`src/rtl/pipe_stage_skid_pkg.sv`:
```
// Shared pipeline definitions: default widths, the NOP used for empty slots,
// the skid-stage occupancy encoding and the lane-packing helper.
package pipe_stage_skid_pkg;

    localparam int          XLEN_DEF = 32;
    localparam logic [31:0] NOP_INST = 32'h0000_0000;

    // Encoded as {skid valid, main valid}; skid-only is unreachable.
    typedef enum logic [1:0] {
        ST_EMPTY   = 2'b00,
        ST_BUSY    = 2'b01,
        ST_ILLEGAL = 2'b10,
        ST_FULL    = 2'b11
    } skid_state_e;

    function automatic int unsigned lane_lsb(input int unsigned lane, input int unsigned xlen);
        return lane * xlen;
    endfunction

endpackage

```
`src/rtl/pipe_beat_reg.sv`:
```
// One beat of payload (lane mask, pc4, inst per lane) plus its valid bit.
// Lanes whose mask bit is clear are stored as the bubble instruction.
module pipe_beat_reg
    import pipe_stage_skid_pkg::*;
#(
    parameter int               XLEN        = XLEN_DEF,
    parameter int               LANES       = 1,
    parameter logic [XLEN-1:0]  BUBBLE_INST = NOP_INST
) (
    input  logic                   clk,
    input  logic                   clear,
    input  logic                   load,
    input  logic                   valid_nxt,
    input  logic [LANES-1:0]       in_lane,
    input  logic [LANES*XLEN-1:0]  in_pc4,
    input  logic [LANES*XLEN-1:0]  in_inst,
    output logic                   valid_q,
    output logic [LANES-1:0]       lane_q,
    output logic [LANES*XLEN-1:0]  pc4_q,
    output logic [LANES*XLEN-1:0]  inst_q
);

    logic [LANES*XLEN-1:0] inst_masked;
    logic                  valid_d;
    logic [LANES-1:0]      lane_d;
    logic [LANES*XLEN-1:0] pc4_d;
    logic [LANES*XLEN-1:0] inst_d;

    for (genvar i = 0; i < LANES; i++) begin : g_mask
        localparam int unsigned LSB = lane_lsb(i, XLEN);
        assign inst_masked[LSB +: XLEN] = in_lane[i] ? in_inst[LSB +: XLEN] : BUBBLE_INST;
    end

    always_comb begin
        valid_d = valid_nxt;
        lane_d  = lane_q;
        pc4_d   = pc4_q;
        inst_d  = inst_q;
        if (load) begin
            lane_d = in_lane;
            pc4_d  = in_pc4;
            inst_d = inst_masked;
        end
    end

    always_ff @(posedge clk) begin
        if (clear) begin
            valid_q <= 1'b0;
            lane_q  <= '0;
            pc4_q   <= '0;
            inst_q  <= {LANES{BUBBLE_INST}};
        end else begin
            valid_q <= valid_d;
            lane_q  <= lane_d;
            pc4_q   <= pc4_d;
            inst_q  <= inst_d;
        end
    end

endmodule

```
`src/rtl/pipe_stage_skid.sv`:
```
// Elastic multi-lane pipeline register with a one-entry skid buffer so that
// in_ready comes straight from a flop, plus flush and a stall-cycle counter.
module pipe_stage_skid
    import pipe_stage_skid_pkg::*;
#(
    parameter int               XLEN        = XLEN_DEF,
    parameter int               LANES       = 1,
    parameter logic [XLEN-1:0]  BUBBLE_INST = NOP_INST,
    parameter int               CNT_W       = 16
) (
    input  logic                   clk,
    input  logic                   clr,
    input  logic                   flush,
    input  logic                   in_valid,
    output logic                   in_ready,
    input  logic [LANES-1:0]       in_lane,
    input  logic [LANES*XLEN-1:0]  in_pc4,
    input  logic [LANES*XLEN-1:0]  in_inst,
    output logic                   out_valid,
    input  logic                   out_ready,
    output logic [LANES-1:0]       out_lane,
    output logic [LANES*XLEN-1:0]  out_pc4,
    output logic [LANES*XLEN-1:0]  out_inst,
    output logic [CNT_W-1:0]       stall_cnt
);

    logic                  m_vld, s_vld;
    logic [LANES-1:0]      s_lane;
    logic [LANES*XLEN-1:0] s_pc4, s_inst;

    logic                  m_load, m_from_s, s_load;
    logic                  m_vld_d, s_vld_d;
    logic [LANES-1:0]      m_src_lane;
    logic [LANES*XLEN-1:0] m_src_pc4, m_src_inst;

    logic                  in_ready_q, in_ready_d;
    logic [CNT_W-1:0]      stall_cnt_q, stall_cnt_d;

    logic                  clear, accept, drain;
    skid_state_e           state;

    assign clear     = clr | flush;
    assign accept    = in_valid & in_ready_q;
    assign drain     = m_vld & out_ready;
    assign state     = skid_state_e'({s_vld, m_vld});
    assign in_ready  = in_ready_q;
    assign out_valid = m_vld;
    assign stall_cnt = stall_cnt_q;

    always_comb begin
        m_load   = 1'b0;
        m_from_s = 1'b0;
        s_load   = 1'b0;
        m_vld_d  = m_vld;
        s_vld_d  = s_vld;
        case (state)
            ST_EMPTY: begin
                if (accept) begin
                    m_load  = 1'b1;
                    m_vld_d = 1'b1;
                end
            end
            ST_BUSY: begin
                if (accept && drain) begin
                    m_load = 1'b1;
                end else if (accept) begin
                    s_load  = 1'b1;
                    s_vld_d = 1'b1;
                end else if (drain) begin
                    m_vld_d = 1'b0;
                end
            end
            ST_FULL: begin
                // Upstream is held off; only the skid beat can move forward.
                if (drain) begin
                    m_load   = 1'b1;
                    m_from_s = 1'b1;
                    s_vld_d  = 1'b0;
                end
            end
            default: begin
                m_vld_d = 1'b0;
                s_vld_d = 1'b0;
            end
        endcase
    end

    assign m_src_lane = m_from_s ? s_lane : in_lane;
    assign m_src_pc4  = m_from_s ? s_pc4  : in_pc4;
    assign m_src_inst = m_from_s ? s_inst : in_inst;

    always_comb begin
        in_ready_d  = flush ? 1'b1 : !s_vld_d;
        stall_cnt_d = stall_cnt_q;
        if (m_vld && !out_ready && (stall_cnt_q != {CNT_W{1'b1}})) begin
            stall_cnt_d = stall_cnt_q + 1'b1;
        end
    end

    always_ff @(posedge clk) begin
        if (clr) begin
            in_ready_q  <= 1'b1;
            stall_cnt_q <= '0;
        end else begin
            in_ready_q  <= in_ready_d;
            stall_cnt_q <= stall_cnt_d;
        end
    end

    pipe_beat_reg #(
        .XLEN        (XLEN),
        .LANES       (LANES),
        .BUBBLE_INST (BUBBLE_INST)
    ) u_main (
        .clk       (clk),
        .clear     (clear),
        .load      (m_load),
        .valid_nxt (m_vld_d),
        .in_lane   (m_src_lane),
        .in_pc4    (m_src_pc4),
        .in_inst   (m_src_inst),
        .valid_q   (m_vld),
        .lane_q    (out_lane),
        .pc4_q     (out_pc4),
        .inst_q    (out_inst)
    );

    pipe_beat_reg #(
        .XLEN        (XLEN),
        .LANES       (LANES),
        .BUBBLE_INST (BUBBLE_INST)
    ) u_skid (
        .clk       (clk),
        .clear     (clear),
        .load      (s_load),
        .valid_nxt (s_vld_d),
        .in_lane   (in_lane),
        .in_pc4    (in_pc4),
        .in_inst   (in_inst),
        .valid_q   (s_vld),
        .lane_q    (s_lane),
        .pc4_q     (s_pc4),
        .inst_q    (s_inst)
    );

endmodule

```
`config.mk`:
```
export PLATFORM = sky130hd
export DESIGN_NAME = pipe_stage_skid
export DESIGN_NICKNAME = d
export VERILOG_FILES = /design/src/rtl/pipe_stage_skid_pkg.sv /design/src/rtl/pipe_beat_reg.sv /design/src/rtl/pipe_stage_skid.sv
export SDC_FILE = /design/constraint.sdc
export NUM_CORES = 1
export LEC_CHECK = 0
export BUFFER_PORTS_ARGS = -buffer_cell sky130_fd_sc_hd__buf_4
export CORE_MARGIN = 2
export CORE_UTILIZATION = 59
export DETAILED_ROUTE_END_ITERATION = 10
export PLACE_DENSITY = 0.85
export RECOVER_POWER = 100
export SLEW_MARGIN = 20
export SYNTH_ARGS = -nofsm -noshare
export SYNTH_HDL_FRONTEND = slang
export SYNTH_HIERARCHICAL = 1
export SYNTH_SLANG_ARGS = --single-unit
```
`constraint.sdc`:
```
create_clock -name clk -period 5.1 [get_ports clk]
set_input_delay 0.51 -clock clk [delete_from_list [all_inputs] [get_ports clk]]
set_output_delay 0.51 -clock clk [all_outputs]
set_load 0.005 [all_outputs]
```
==> flow_summary.ini <==
[route]
wl_per_cell_microns = 16.6
antenna_left = 0
remaining_drc_errors = 0
num_vias = 5515
drtPass1Iterations = 5
drt-total-wl_mm = 16.2
vias_per_cell = 5.67
drt_iter0_drc = 388

[final_layout]
seq_area_sq_um = 2980
drive_gt1_frac = 0.389
fin_nets = 884
layout_commonest_cell = dfxtp_1
fillers = 916
antenna_cells = 0
layout_common_cells = dfxtp_1 (149), clkbuf_4 (79), buf_4 (75)
fin_cells = 973
area_growth_pct = 18.3
multi_input_area_sq_um = 3610

[die]
initial_core_util = 0.605
std_cell_rows = 40
die-area_sq_um = 13200
ioPinCount = 153
die_w_microns = 115
coreArea_sq_um = 12000
die_h_microns = 115

[critical_path]
r2r_cells = 4
path_cells = buf_4, or2_0, buf_4, nor2_1
critical_path.endpoint_type = register
max_stage_delay_ns = 2.42
cp.arrival_ns = 4.00
crit_family = simple AND/OR/NAND/NOR gates
cp.depth = 4
startpoint_type = primary input
required_ns = 5.39
slowest_stage = or2_0
cp.buffers_inverters = 2
crit_type = in2reg
crit_top_cell = buf_4
path_max_fanout = 60

[logic_synthesis]
synth_top_family_by_area = simple AND/OR/NAND/NOR gates
synth_flop_cell = dfxtp_1
yosysUniqueCellTypes = 44
synth_simple_gate_area_share = 0.228
async_reset_ff_frac = 0
synthCells = 691
synth_nets = 762
synth_adder_area_share = 0.00172
yosysWarnings = 6
seq_area_frac_synth = 0.410
synth-compound-area-share = 0.0964
syn_area_per_cell_sq_um = 10.5
synth-seq-cells = 149
synth_mux_area_frac = 0.198
synth-xor-area-share = 0
netlist_area_sq_um = 7270
synth-edff-count = 0

[clock_tree]
worstSkewPairLatency_ns = 0.41
clockBufferDepth = 2
cts_tree = yes
post_cts_resized = 0
cts.hold.buffers_added = 0
cts.sinks = 149
cts_buffers = 17
cts_root_buf = clkbuf_16
clk_pin_slew_ns = 0.06
postCtsSetupRepairBufs = 0
h-tree-depth = 4

[sta]
holdWs_ns = 0.339
drv_slew = 73
fmax_mhz = 269
skew_ns = 0.00474
period_share = 0.729
slew_headroom = -1.25
layout_setup_ws_ns = 1.38
rsz0062_at_grt = false
setup_viol = 0
hold_violations = 0
tightest_slew_ns = 3.37
post-route-min-period_ns = 3.72
fin_setup_tns_ns = 0

[place]
port_buffers = 152
place.gp.congestion = 0.863
dpl.hpwl_mm = 10.6
dp_cells = 941
place_ws_ns = 2.11

[run]
cap_violations = 2

[min_path]
min_path_cells = 3
hold_class = in2reg

[global_route]
grt_max_degree = 73
antenna_found_initial = 0
first_global_vias = 5504
track_usage = 0.244
grt_pass1_wl_mm = 25.8
grt_overflow = 0

[power]
peakVddDrop_mv = 0.250
power_density_nw_per_um2 = 319
p_leak_nw = 3.18

[status]
violations = capacitance limit, slew limit
status = finished with violations
==> worst register-to-register path, stage by stage, from the launching register on <==
cell and delay, ns:
dfxtp_1 0.45, nand3_4 0.74, mux2_2 1.28, nand3_2 0.18
a21oi_1 0.19
==> power breakdown <==
| part | internal, W | switching, W |
|---|---|---|
| Sequential | 0.00118 | 0.0000106 |
| Clock | 0.000870 | 0.000459 |
| Combinational | 0.000108 | 0.000111 |
==> per-layer routing <==
| layer | GRT usage | wire (microns) | vias up |
|---|---|---|---|
| met2 | 0.413 | 7860 | 178 |
| met5 | 0 | 0 | - |
| li1 | - | - | 2654 |
| met1 | 0.296 | 6920 | 2651 |
| met3 | 0.0638 | 1030 | 32 |
| met4 | 0.0964 | 345 | 0 |
==> path summary, 6_finish.rpt <==
kind | from | endpoint | slack, ns
setup reg to reg | u_skid/valid_q | u_main/inst_q[6] | 2.19
setup / recovery | clr | u_skid/pc4_q[24] | 1.38
hold / removal | in_pc4[21] | u_skid/pc4_q[21] | 0.34
hold reg to reg | u_skid/inst_q[2] | u_skid/inst_q[2] | 0.46
==> cells in the mapped netlist (3+ instances only) <==
master | number | area share
a21oi_1 | 14 | 0.0096
a21oi_2 | 60 | 0.072
and3_1 | 3 | 0.0026
buf_12 | 8 | 0.022
buf_2 | 18 | 0.012
buf_4 | 10 | 0.010
buf_6 | 6 | 0.0093
clkbuf_1 | 8 | 0.0041
dfxtp_1 | 149 | 0.41
inv_1 | 5 | 0.0026
mux2_2 | 67 | 0.10
mux2i_1 | 67 | 0.092
nand2_1 | 7 | 0.0036
nand2b_1 | 66 | 0.057
nand3_1 | 8 | 0.0055
nand3_2 | 60 | 0.083
nand4_1 | 4 | 0.0034
nor2_1 | 74 | 0.038
nor2b_1 | 6 | 0.0052
nor3_1 | 4 | 0.0028
nor4_1 | 3 | 0.0026
o21ai_0 | 6 | 0.0041
o31ai_1 | 5 | 0.0052
or3_1 | 4 | 0.0034
or4_1 | 5 | 0.0052
==> metrics by stage <==
step	cell area (sq um)	util	power (W)
2_1_floorplan	7270	-	0.00137
3_3_place_gp	8210	0.683	0.00144
3_5_place_dp	8210	0.683	0.00145
4_1_cts	8840	0.736	0.00277
5_1_grt	8600	0.716	0.00283
6_report	8600	0.716	0.00274
==> kinds of logic (layout without fill, tap and decap cells) <==
family	Yosys count	after routing
compound gates	90	90
fa+ha+maj	1	1
buf+inv	60	195
flops	149	149
mux	135	135
simple gates	256	256
==> flip-flops by register name, summed over array words and instances (netlist names) <==
signal,count
u_skid/lane_q,1
u_main/valid_q,1
stall_cnt,16
in_ready,1
u_skid/inst_q,32
u_skid/valid_q,1
u_main/pc4_q,32
u_main/lane_q,1
u_main/inst_q,32
u_skid/pc4_q,32
==> cell type report <==
cell class              count  share of cell area
multi-input cells         482               0.419
inverters                   5             0.00218
repair buffers            158               0.136
clock inverters             8              0.0169
flip-flops and latches    149               0.347
well taps                 147              0.0214
clock buffers              24              0.0572
Note: power is estimated with default switching activity, not from simulation.
